[src/rtl/instr_mem_loader.sv]
// instr_mem_loader: packs a byte stream into big-endian words, writes them to instruction memory
// and holds the fetch stage in reset until the requested word count is stored.
module instr_mem_loader #(
    parameter int          DEPTH     = 6,
    parameter logic [31:0] BASE_ADDR = 32'h0040_0000,
    parameter int          IDX_W     = $clog2(DEPTH)
) (
    input  logic             clk_i,
    input  logic             rst_ni,
    input  logic             start_i,
    input  logic [IDX_W:0]   num_words_i,
    input  logic             in_valid_i,
    input  logic [7:0]       in_data_i,
    output logic             in_ready_o,
    output logic             mem_we_o,
    output logic [IDX_W-1:0] mem_idx_o,
    output logic [31:0]      mem_wdata_o,
    output logic             busy_o,
    output logic             done_o,
    output logic             fetch_hold_o,
    output logic [31:0]      load_base_addr_o
);
    typedef enum logic [1:0] {IDLE, COLLECT, WRITE, FINISH} state_e;
    localparam logic [IDX_W:0] DEPTH_W = (IDX_W+1)'(DEPTH);
    state_e         state_q, state_d;
    logic [IDX_W:0] target_q, target_d, word_cnt_q, word_cnt_d, clamp;
    logic [1:0]     byte_cnt_q, byte_cnt_d;
    logic [31:0]    word_q, word_d;
    logic           hold_q, hold_d;
    assign clamp = (num_words_i > DEPTH_W) ? DEPTH_W : num_words_i;
    always_ff @(posedge clk_i or negedge rst_ni) begin
        if (!rst_ni) begin
            state_q    <= IDLE;
            target_q   <= '0;
            word_cnt_q <= '0;
            byte_cnt_q <= '0;
            word_q     <= '0;
            hold_q     <= 1'b1;
        end else begin
            state_q    <= state_d;
            target_q   <= target_d;
            word_cnt_q <= word_cnt_d;
            byte_cnt_q <= byte_cnt_d;
            word_q     <= word_d;
            hold_q     <= hold_d;
        end
    end
    always_comb begin
        state_d    = state_q;
        target_d   = target_q;
        word_cnt_d = word_cnt_q;
        byte_cnt_d = byte_cnt_q;
        word_d     = word_q;
        hold_d     = hold_q;
        case (state_q)
            IDLE: if (start_i) begin
                target_d   = clamp;
                word_cnt_d = '0;
                byte_cnt_d = '0;
                hold_d     = 1'b1;
                state_d    = (clamp == '0) ? FINISH : COLLECT;
            end
            COLLECT: if (in_valid_i) begin
                // shift left so the first byte of the group lands in [31:24]
                word_d     = {word_q[23:0], in_data_i};
                byte_cnt_d = byte_cnt_q + 2'd1;
                state_d    = (byte_cnt_q == 2'd3) ? WRITE : COLLECT;
            end
            WRITE: begin
                word_cnt_d = word_cnt_q + 1'b1;
                byte_cnt_d = '0;
                state_d    = (word_cnt_q + 1'b1 == target_q) ? FINISH : COLLECT;
            end
            FINISH: begin
                hold_d  = 1'b0;
                state_d = IDLE;
            end
        endcase
    end
    assign in_ready_o       = state_q == COLLECT;
    assign mem_we_o         = state_q == WRITE;
    assign mem_idx_o        = word_cnt_q[IDX_W-1:0];
    assign mem_wdata_o      = word_q;
    assign busy_o           = state_q != IDLE;
    assign done_o           = state_q == FINISH;
    assign fetch_hold_o     = hold_q;
    assign load_base_addr_o = BASE_ADDR;
endmodule

[config.mk]
export PLATFORM = sky130hd
export DESIGN_NAME = instr_mem_loader
export DESIGN_NICKNAME = d
export VERILOG_FILES = /design/src/rtl/instr_mem_loader.sv
export SDC_FILE = /design/constraint.sdc
export NUM_CORES = 1
export LEC_CHECK = 0
export ABC_AREA = 1
export CELL_PAD_IN_SITES_DETAIL_PLACEMENT = 1
export CELL_PAD_IN_SITES_GLOBAL_PLACEMENT = 1
export CORE_MARGIN = 1.5
export CORE_UTILIZATION = 29
export CTS_CLUSTER_SIZE = 30
export DETAILED_ROUTE_END_ITERATION = 16
export PLACE_DENSITY = 0.88
export SLEW_MARGIN = 25
export SYNTH_ARGS = -nofsm -noshare
export SYNTH_HDL_FRONTEND = slang
export SYNTH_SLANG_ARGS = --single-unit
[constraint.sdc]
create_clock -name clk_i -period 1.15 [get_ports clk_i]
set_input_delay 0.115 -clock clk_i [delete_from_list [all_inputs] [get_ports clk_i]]
set_output_delay 0.115 -clock clk_i [all_outputs]
set_load 0.02 [all_outputs]
* Word level (Yosys, flattened, before mapping)
Index checks and enable logic that the tools add are counted.
Storage, ports and cells: flip-flop bits (word level) 45
Operators by class: $lt $le $gt $ge 1, muxes and demuxes 14, reduce and logical (&&, ||, !) cells 12, add/subtract/negate cells 2, equality and inequality tests 7
Operators with widths (number):
- $mux 2 | 7
- $reduce_and 2->1 | 5
- $mux 4 | 2
- $pmux 2 s4 | 1
- $pmux 4 s2 | 1
- $eq 2x2->1 const B | 3
- $pmux 2 s3 | 1
- $reduce_bool 2->1 | 3
- $add 4x1->4 const B | 1
- $eq 4x4->1 | 1
- $gt 4x3->1 const B | 1
- $logic_not 4->1 | 1
- $ne 2x2->1 const B | 2
- $reduce_and 3->1 | 1
- $reduce_bool 3->1 | 1
- $add 2x1->2 const B | 1
- $eq 2x1->1 const B | 1
- $logic_not 2->1 | 1
- $pmux 1 s2 | 1
- $mux 1 | 1

* Logic depth before layout (Yosys ltp)
Gate-level depths: netlist of run 1.
word-level depth 6, depth in mapped cells 10, depth with buffers taken out 10

* Least setup slack after synthesis of run 1
No wires, ideal clock.
path type reg-to-reg, start reg state_q[0], end reg word_q[10], in the netlist mem_wdata_o[10], buffers on the path 1, stages on the path, launching flop included 6, library setup time 0.125 ns, path slack -0.222 ns, clock period less this slack 1.372 ns, arrival 1.247 ns, cells stage by stage dfrtp_1 > inv_2 > nor2_4 > nand2_4 > buf_6 > mux2_4
On the way: cells in the longest elaborated chain, start to end 2
Ends and longest elaborated chain:
- from (decl) | RTL line 25 | state_e state_q, state_d;
- from (signal assigned) | RTL line 40 | state_q <= state_d;
- $eq 2x1->1
- net in_ready_o | RTL line 14 | output logic in_ready_o,
- $reduce_and 2->1 (no source line)
- to (signal assigned) | RTL line 44 | word_q <= word_d;
- to (decl) | RTL line 28 | logic [31:0] word_q, word_d;
The timed path passes the listed nets, and every way through them passes these cells. A chain may end at the register's enable or synchronous reset.

* Worst setup path after layout of run 1
start reg state_q[1], end reg word_q[21], in the netlist mem_wdata_o[21]
On the way: cells in the longest elaborated chain, start to end 2
Ends and longest elaborated chain:
- $eq 2x1->1 | RTL line 55 | case (state_q)
- $reduce_and 2->1 (no source line)
Every way passes these cells.

==> flow_summary.json, run 1 <==
{
  "p_per_area_nw_per_um2": 2674,
  "first_iter_violations": 41,
  "syn2layout_area_growth_pct": 48.02,
  "use_met3": 0.03685,
  "grt_pass1_vias": 1858,
  "cpPeakStageDelay_ns": 0.41,
  "die_w_um": 91.05,
  "htreeDepth": 2,
  "viasPerCell": 4.249,
  "grt_pass1_wl_um": 9156,
  "fin_ws_ns": -0.2914,
  "port_buffers": 55,
  "crit_type": "flop to flop",
  "finalCritPeriodShare": 1.253,
  "violations": "negative setup slack",
  "peakVddDrop_mv": 1.388,
  "outcome": "finished, violations left",
  "cp_num_buf_inv": 3,
  "cts-buffers-inserted": 5,
  "critPathMaxFanout": 7,
  "skew_ns": 0.01468,
  "clk_pin_slew_ns": 0.09,
  "ios": 88,
  "synth_compound_area_frac": 0.05732,
  "antenna_found_initial": 0,
  "p_total_mw": 8.900,
  "synthXorXnorAreaFrac": 0,
  "crit_arrival_ns": 1.62,
  "die_h_um": 91.05,
  "start_util": 0.3051,
  "hold_ws_ns": 0.2584,
  "fill_cells": 847,
  "grt_usage": 0.1399,
  "critPathSlowestCell": "dfrtp_1",
  "worstRegToRegCells": 7,
  "max_freq_ghz": 0.6938,
  "maxCapViolations": 0,
  "fin_area_um2": 3328,
  "netlist_instances": 223,
  "synthMuxAreaShare": 0.1252,
  "wirelength_um": 6107,
  "dp_slack_ns": -0.2550,
  "synth_adder_area_share": 0.01113,
  "final_layout_size_suffix_gt1_frac": 0.4363,
  "ant_nets": 0,
  "overflow": 0,
  "drtPass1Iterations": 4,
  "start_kind": "flop",
  "hold_violations": 0,
  "seq_area_frac_synth": 0.5014,
  "routabilityCongestion": 0.7683,
  "post_drt_wl_per_cell_um": 14.79,
  "core-area_um2": 7370,
  "synth-simple-area-share": 0.1313,
  "hp-class": "input port to asynchronous set/reset pin",
  "p_leak_nw": 1.651,
  "drcViolationCount": 0,
  "dr_total_vias": 1755,
  "grt_use_met1": 0.1623,
  "postSynthAreaPerCell_um2": 10.08,
  "netlist_area_um2": 2248,
  "instances_no_fill": 413,
  "grt_use_met2": 0.2475,
  "required_ns": 1.33,
  "worstSetupPathDepth": 7,
  "placedCellCount": 389,
  "setup_viol": 49,
  "clockRootBuffer": "clkbuf_8",
  "row_count": 31,
  "yosysWarningCount": 0,
  "dpl_cell_area_um2": 2933,
  "ys_types": 25,
  "grt_setup_unrepaired": "true",
  "path_delay_family": "buffers and inverters",
  "dieArea_um2": 8290,
  "nets": 331,
  "period_minus_slack_ns": 1.441,
  "clockBufferDepth": 2,
  "grt_max_degree": 33,
  "end_kind": "flop",
  "synth-seq-cells": 45,
  "antenna_cells": 0,
  "cts_tree": "built",
  "place.detailed.hpwl_um": 4049,
  "synth_top_family_by_area": "buffers and inverters",
  "maxSlewViolCount": 0,
  "clock_sinks": 45,
  "clk_latency_ns": 0.31,
  "crit_path_cell_trace": "buf_6 -> nor2_4 -> nand2_4 -> buf_4 -> clkbuf_16 -> nor2_1 -> a21oi_1",
  "top_usage_layer": "met2"
}
path summary, 6_finish.rpt:
check	startpoint	to	slack, ns
worst max register to register	state_q[1]	mem_wdata_o[21]	-0.29
min in group clk_i	in_data_i[7]	mem_wdata_o[7]	0.42
worst max-delay path	state_q[1]	mem_wdata_o[21]	-0.29
worst min register to register	fetch_hold_o	fetch_hold_o	0.49
worst min-delay path	rst_ni	state_q[1]	0.26
max in group asynchronous	rst_ni	mem_wdata_o[8]	0.38
power by group:
group	total [mW]	switching, mW	internal (mW)
logic	5.07	2.65	2.42
registers	2.84	0.531	2.31
clock network	0.987	0.567	0.421
stage by stage:
stage	setup TNS, ns	util
floorplan	-4.487	-
CTS	-6.723	0.4350
global placement	-6.255	0.3980
finish	-8.415	0.4516
detailed placement	-7.911	0.3980
global route	-10.71	0.4516
sequential cells by signal (all words and copies together), names as in the netlist:
register / flops
fetch_hold_o: 1
state_q: 2
word_cnt_q: 4
mem_wdata_o: 32
byte_cnt_q: 2
target_q: 4
cells by family after synthesis:
group | after synthesis
compound gates | 25
fa+ha+maj | 2
other cells | 2
simple gates | 66
flops | 45
mux | 20
buf+inv | 63
area by class of cell:
| type | instances | area [um2] | share of cell area |
|---|---|---|---|
| Clock buffer | 5 | 68.82 | 0.02068 |
| Multi-Input combinational cell | 145 | 1035 | 0.3109 |
| Clock inverter | 3 | 17.52 | 0.005263 |
| Tap cell | 99 | 123.9 | 0.03722 |
| Sequential cell | 45 | 1130 | 0.3395 |
| Timing Repair Buffer | 92 | 850.8 | 0.2556 |
| Inverter | 24 | 102.6 | 0.03083 |
layout by cell type (no fill, tap or decap), types with 3 or more instances in the layout:
master | synthesis | final
dfrtp_1 | 44 | 42
conb_1 | 2 | 32
nand2_1 | 34 | 26
buf_4 | 35 | 19
buf_6 | 2 | 18
inv_1 | 23 | 17
clkbuf_2 | 0 | 16
mux2_4 | 15 | 15
clkdlybuf4s50_1 | 0 | 14
clkdlybuf4s15_1 | 0 | 13
nand3_1 | 11 | 9
o21ai_2 | 0 | 8
nor2_1 | 13 | 7
o21ai_1 | 1 | 7
nor2_4 | 2 | 5
nand2_2 | 0 | 5
mux2_2 | 5 | 5
clkbuf_8 | 0 | 5
inv_2 | 1 | 4
buf_2 | 0 | 4
buf_12 | 0 | 4
nand2_4 | 1 | 3
nor2_2 | 0 | 3
a21oi_1 | 7 | 3
synthesized netlist by cell type (all sizes together):
cell / count / share of area
dfrtp: 44 / 0.49
nand4: 2 / 0.0056
conb: 2 / 0.0033
dfstp: 1 / 0.012
clkbuf: 2 / 0.0033
nor3: 1 / 0.0022
o21ai: 16 / 0.036
a21o: 1 / 0.0033
or2: 2 / 0.0056
nor2: 15 / 0.032
a21oi: 7 / 0.016
mux2: 20 / 0.13
buf: 37 / 0.13
o22ai: 1 / 0.0028
inv: 24 / 0.040
nand3: 11 / 0.024
nand2: 35 / 0.062
ha: 2 / 0.011
what timing repair did:
item,CTS,global route
gates cloned,0,2
buffers inserted,7,7
pin swaps,11,12
hold buffers,1,0
endpoints found under the setup margin,83,73
endpoints found under the hold margin,12,0
gates resized for setup,143,63
worst reg2reg max path: cells and delay by family (launching register included):
| family | cells | cell delay (ns) |
|---|---|---|
| AND/OR/NAND/NOR | 3 | 0.37 |
| flip-flops | 1 | 0.41 |
| buffers and inverters | 3 | 0.45 |
| AO/OA/AOI/OAI | 1 | 0.07 |
routing by layer:
| layer | share of wire | wire [um] |
|---|---|---|
| met5 | 0 | 0 |
| met3 | 0.040 | 245 |
| met4 | 0.016 | 97 |
| met1 | 0.39 | 2399 |
| met2 | 0.55 | 3364 |
Note: power is estimated with default switching activity, not from simulation.
==> inputs of run 2 (changes only) <==
- CORE_UTILIZATION: 29 -> 32
- PLACE_DENSITY: 0.88 -> 0.91
- SLEW_MARGIN: 25 -> 20
- clock period: 1.15 -> 1.4 ns (I/O delays scaled with it)
==> run 2 against run 1 <==
Against the previous run: register-to-register slack better by 0.37 ns; wire length down 15%; the run now ends clean; critical path depth down 4; via count down 7.0%; critical endpoint is now busy_o; highest routed layer unchanged.
==> flow_summary.json, run 2 (synthesized netlist as in run 1, its figures left out) <==
{
  "clockBufferDepth": 2,
  "start_util": 0.3309,
  "viasPerCell": 4.264,
  "cts_tree": "built",
  "finalCritPeriodShare": 0.9769,
  "internal_power_mw": 3.870,
  "instances_no_fill": 383,
  "maxSlewViolCount": 0,
  "critPathMaxFanout": 4,
  "largest_reg_flops": 32,
  "fill_cells": 797,
  "grt_setup_unrepaired": "true",
  "power_switching_mw": 2.617,
  "p_clk_frac": 0.160,
  "reg2reg_setup_slack_ns": 0.08,
  "antenna_cells": 0,
  "grt_max_degree": 33,
  "clockRootBuffer": "clkbuf_8",
  "nets": 304,
  "htreeDepth": 2,
  "grt_pass1_vias": 1722,
  "skew_ns": 0.008294,
  "overflow": 0,
  "place.detailed.hpwl_um": 3948,
  "final_common_cell": "dfrtp_1",
  "crit_type": "flop to output port",
  "p_per_area_nw_per_um2": 2209,
  "fin_area_um2": 2937,
  "wirelength_um": 5175,
  "placedCellCount": 374,
  "crit_arrival_ns": 1.23,
  "grt_usage": 0.1419,
  "outcome": "finished clean",
  "routabilityCongestion": 0.7810,
  "final_layout_size_suffix_gt1_frac": 0.1847,
  "ios": 88,
  "peakVddDrop_mv": 1.150,
  "ant_nets": 0,
  "required_ns": 1.26,
  "port_buffers": 55,
  "hold_ws_ns": 0.2676,
  "dpl_cell_area_um2": 2839,
  "cts_setup_buffers": 0,
  "layout_common_cells": "42 x dfrtp_1, 35 x dlygate4sd2_1, 34 x nand2_1",
  "antenna_found_initial": 0,
  "max_freq_ghz": 0.7312,
  "end_kind": "output port",
  "first_iter_violations": 38,
  "die_h_um": 86.82,
  "post_drt_wl_per_cell_um": 13.51,
  "drtPass1Iterations": 4,
  "core-area_um2": 6794,
  "clk_latency_ns": 0.30,
  "worstRegToRegCells": 8,
  "combPwrFrac": 0.483,
  "syn2layout_area_growth_pct": 30.61,
  "switching_share": 0.4034,
  "row_count": 30,
  "r2r_end": "state_q[1]",
  "dieArea_um2": 7538,
  "setup_viol": 0,
  "grt_pass1_wl_um": 8252,
  "seqCellArea_um2": 1130,
  "clk_pin_slew_ns": 0.09,
  "period_minus_slack_ns": 1.368,
  "start_kind": "flop",
  "p_leak_nw": 1.507,
  "rr_startpoint": "word_cnt_q[1]",
  "maxCapViolations": 0,
  "clock_sinks": 45,
  "cts-buffers-inserted": 5,
  "multiInputGateArea_um2": 855.8,
  "hp-class": "input port to asynchronous set/reset pin",
  "die_w_um": 86.82,
  "power_frac_seq": 0.356,
  "hold_violations": 0,
  "drcViolationCount": 0,
  "dr_total_vias": 1633
}
## run 2: cell count changes in the layout (fill, tap and decap cells not counted), sizes merged
cell | before | now
bufinv | 0 | 1
clkbuf | 22 | 6
clkinv | 2 | 0
dlymetal6s2s | 0 | 1
dlygate4sd2 | 1 | 35
buf | 45 | 11
clkdlybuf4s15 | 14 | 3
## run 2: through the flow
step | power (mW) | worst slack, ns | utilization | TNS, ns
6_report | 6.487 | 0.03238 | 0.4322 | 0
5_1_grt | 6.915 | -0.02597 | 0.4322 | -0.02597
4_1_cts | 6.565 | 0.00006439 | 0.4311 | 0
3_5_place_dp | 5.845 | -0.02151 | 0.4179 | -0.05166
3_3_place_gp | 5.658 | 0.02305 | 0.4179 | 0
2_1_floorplan | 4.297 | 0.02759 | - | 0
## run 2: final cells by class
type | count | share of cell area
Clock buffer | 6 | 0.02812
Clock inverter | 2 | 0.01278
Inverter | 24 | 0.03068
Multi-Input combinational cell | 145 | 0.2914
Sequential cell | 45 | 0.3847
Tap cell | 96 | 0.04090
Timing Repair Buffer | 65 | 0.2113
## run 2: layer usage
layer	GRT usage	wire, um	vias to the layer above
met5	0	0	-
met3	0.04762	323	12
met1	0.1609	2029	796
met4	0.05718	106	0
li1	-	-	769
met2	0.2445	2716	56
## run 2: how the worst max path moves through the flow
stage	startpoint	end	slack (ns)	cells past startpoint
finish	state_q[0]	busy_o	0.03	3
global route	state_q[0]	busy_o	-0.03	3
CTS	mem_wdata_o[30]	mem_wdata_o[30]	0.00006	1
detailed placement	state_q[0]	in_ready_o	-0.02	3
global placement	in_valid_i	mem_wdata_o[3]	0.02	4
floorplan	state_q[0]	mem_wdata_o[10]	0.03	5
## run 2: timing repair
item	CTS	global route
endpoints found under the setup margin	40	7
hold buffers	1	0
resized for setup	46	12
endpoints found under the hold margin	12	0
pin swaps	1	2
## run 2: critical path: stages, from the launching register on
cell and delay (ns):
dfrtp_2 0.45, nor2_1 0.15, inv_1 0.08, clkdlybuf4s15_2 0.26
## run 2: power groups by stage
stage	Clock, mW	Sequential [mW]	Combinational (mW)
5_1_grt	1.12	2.40	3.39
6_report	1.04	2.31	3.13
2_1_floorplan	0	2.88	1.42
4_1_cts	1.07	2.32	3.18
3_3_place_gp	0	2.30	3.35
3_5_place_dp	0	2.35	3.50
==> inputs of run 3 (changes only) <==
--- a/config.mk
+++ b/config.mk
@@ -12,2 +12,3 @@
 export CORE_UTILIZATION = 32
+export CTS_BUF_LIST = sky130_fd_sc_hd__clkbuf_16
 export CTS_CLUSTER_SIZE = 30
--- a/constraint.sdc
+++ b/constraint.sdc
@@ -3,2 +3,2 @@
 set_output_delay 0.14 -clock clk_i [all_outputs]
-set_load 0.02 [all_outputs]
+set_load 0.05 [all_outputs]
==> run 3 against run 2 <==
Against the previous run: die area stayed put; critical endpoint is now mem_we_o; fmax rose by 1.1%; largest power group unchanged; first-iteration DRC count rose by 7.9%; wire length increased by 6.0%; via count is 1.7% higher.
==> flow_summary.json, run 3 (synthesized netlist as in run 1, its figures left out) <==
{
  "largest_reg_flops": 32,
  "outcome": "finished clean",
  "antenna_found_initial": 0,
  "nets": 310,
  "crit_type": "flop to output port",
  "final_layout_size_suffix_gt1_frac": 0.3379,
  "placedCellCount": 377,
  "ant_nets": 0,
  "hp-class": "input port to asynchronous set/reset pin",
  "routabilityCongestion": 0.7945,
  "grt_pass1_wl_um": 8418,
  "start_util": 0.3309,
  "period_minus_slack_ns": 1.353,
  "post_drt_wl_per_cell_um": 14.11,
  "drcViolationCount": 0,
  "p_leak_nw": 1.668,
  "syn2layout_area_growth_pct": 50.08,
  "crit_arrival_ns": 1.21,
  "cts-buffers-inserted": 5,
  "port_buffers": 55,
  "use_met3": 0.04381,
  "layout_common_cells": "42 x dfrtp_1, 32 x nand2_1, 32 x conb_1",
  "clk_pin_slew_ns": 0.06,
  "core-area_um2": 6794,
  "clockRootBuffer": "clkbuf_16",
  "antenna_cells": 0,
  "cts_tree": "built",
  "clock_sinks": 45,
  "grt_max_degree": 46,
  "start_kind": "flop",
  "utilization": 0.4967,
  "clockBufferDepth": 2,
  "peakVddDrop_mv": 1.509,
  "grt_setup_unrepaired": "true",
  "instances_no_fill": 389,
  "required_ns": 1.26,
  "drtPass1Iterations": 4,
  "grt_use_met2": 0.2699,
  "ios": 88,
  "wirelength_um": 5488,
  "skew_ns": 0.005480,
  "overflow": 0,
  "hold_violations": 0,
  "clk_latency_ns": 0.29,
  "first_iter_violations": 41,
  "final_common_cell": "dfrtp_1",
  "die_w_um": 86.82,
  "setup_viol": 0,
  "grt_usage": 0.1470,
  "place.detailed.hpwl_um": 4128,
  "die_h_um": 86.82,
  "critPathMaxFanout": 4,
  "grt_pass1_vias": 1708,
  "grt_use_met1": 0.1660,
  "finalCritPeriodShare": 0.9661,
  "top_usage_layer": "met2",
  "htreeDepth": 2,
  "dieArea_um2": 7538,
  "dr_total_vias": 1660,
  "row_count": 30,
  "p_per_area_nw_per_um2": 2890,
  "end_kind": "output port",
  "maxCapViolations": 0,
  "maxSlewViolCount": 0,
  "viasPerCell": 4.267,
  "max_freq_ghz": 0.7394
}
-- run 3: cell types whose count changed in the layout (fill, tap and decap cells not counted), moves of 3 or more --
cell / previous run / this run
o21ai_0: 12 / 15
dlygate4sd2_1: 35 / 0
buf_12: 3 / 31
clkbuf_16: 0 / 5
buf_4: 5 / 22
clkbuf_8: 6 / 0
o21ai_1: 4 / 1
-- run 3: path summary, 6_finish.rpt --
kind / to / slack [ns] / from / cells after the start
max: mem_we_o / 0.05 / state_q[0] / 4
min: word_cnt_q[0] / 0.35 / rst_ni / 3
max reg2reg: state_q[1] / 0.05 / word_cnt_q[1] / 8
min reg2reg: byte_cnt_q[1] / 0.48 / byte_cnt_q[1] / 2
max in group asynchronous: fetch_hold_o / 0.76 / rst_ni / 3
min in group clk_i: mem_wdata_o[2] / 0.46 / in_data_i[2] / 2
-- run 3: cell type report --
cell class                 instances  area, um2
sequential                        45       1130
tap                               96      120.1
inverter                          24      90.09
fill                             736       3420
clock inverter                     3      65.06
timing repair buffer              71      963.4
multi-input combinational        145      880.8
clock buffer                       5      125.1
-- run 3: critical path, cell delays in order, from the launching register on --
cell and delay (ns):
dfrtp_1 0.41, buf_4 0.16, nor2_4 0.11, buf_6 0.12, buf_12 0.13
-- run 3: layer usage --
layer | wire length, um | share of wire
met5 | 0 | 0
met4 | 49 | 0.0089
met3 | 263 | 0.048
met2 | 3046 | 0.56
met1 | 2129 | 0.39
-- run 3: repair_timing --
| item | in CTS | in global routing |
|---|---|---|
| endpoints found under the setup margin | 1 | 6 |
| hold buffers | 1 | 0 |
| hold endpoints to repair | 44 | 0 |
| pin swaps | 0 | 9 |
| resized for setup | 0 | 12 |
| buffers inserted | 0 | 3 |
-- run 3: where the power goes --
group,internal [mW],switching [mW]
Clock,1.02,0.506
Sequential,1.90,0.619
Combinational,2.53,3.18
-- run 3: metrics by stage --
step                      power, mW  cell area (um2)   TNS [ns]  setup WS (ns)  hold slack, ns
final                         9.753             3374          0        0.04747          0.3467
after CTS                     9.751             3312  -0.007178      -0.007178          0.3767
after global routing          10.16             3374   -0.07272       -0.04254          0.3936
after floorplan               5.629             2361     -2.080        -0.1352         -0.1556
after detailed placement      8.181             3112     -1.379        -0.1417          0.1403
after global placement        7.968             3112    -0.3946       -0.04511          0.1322
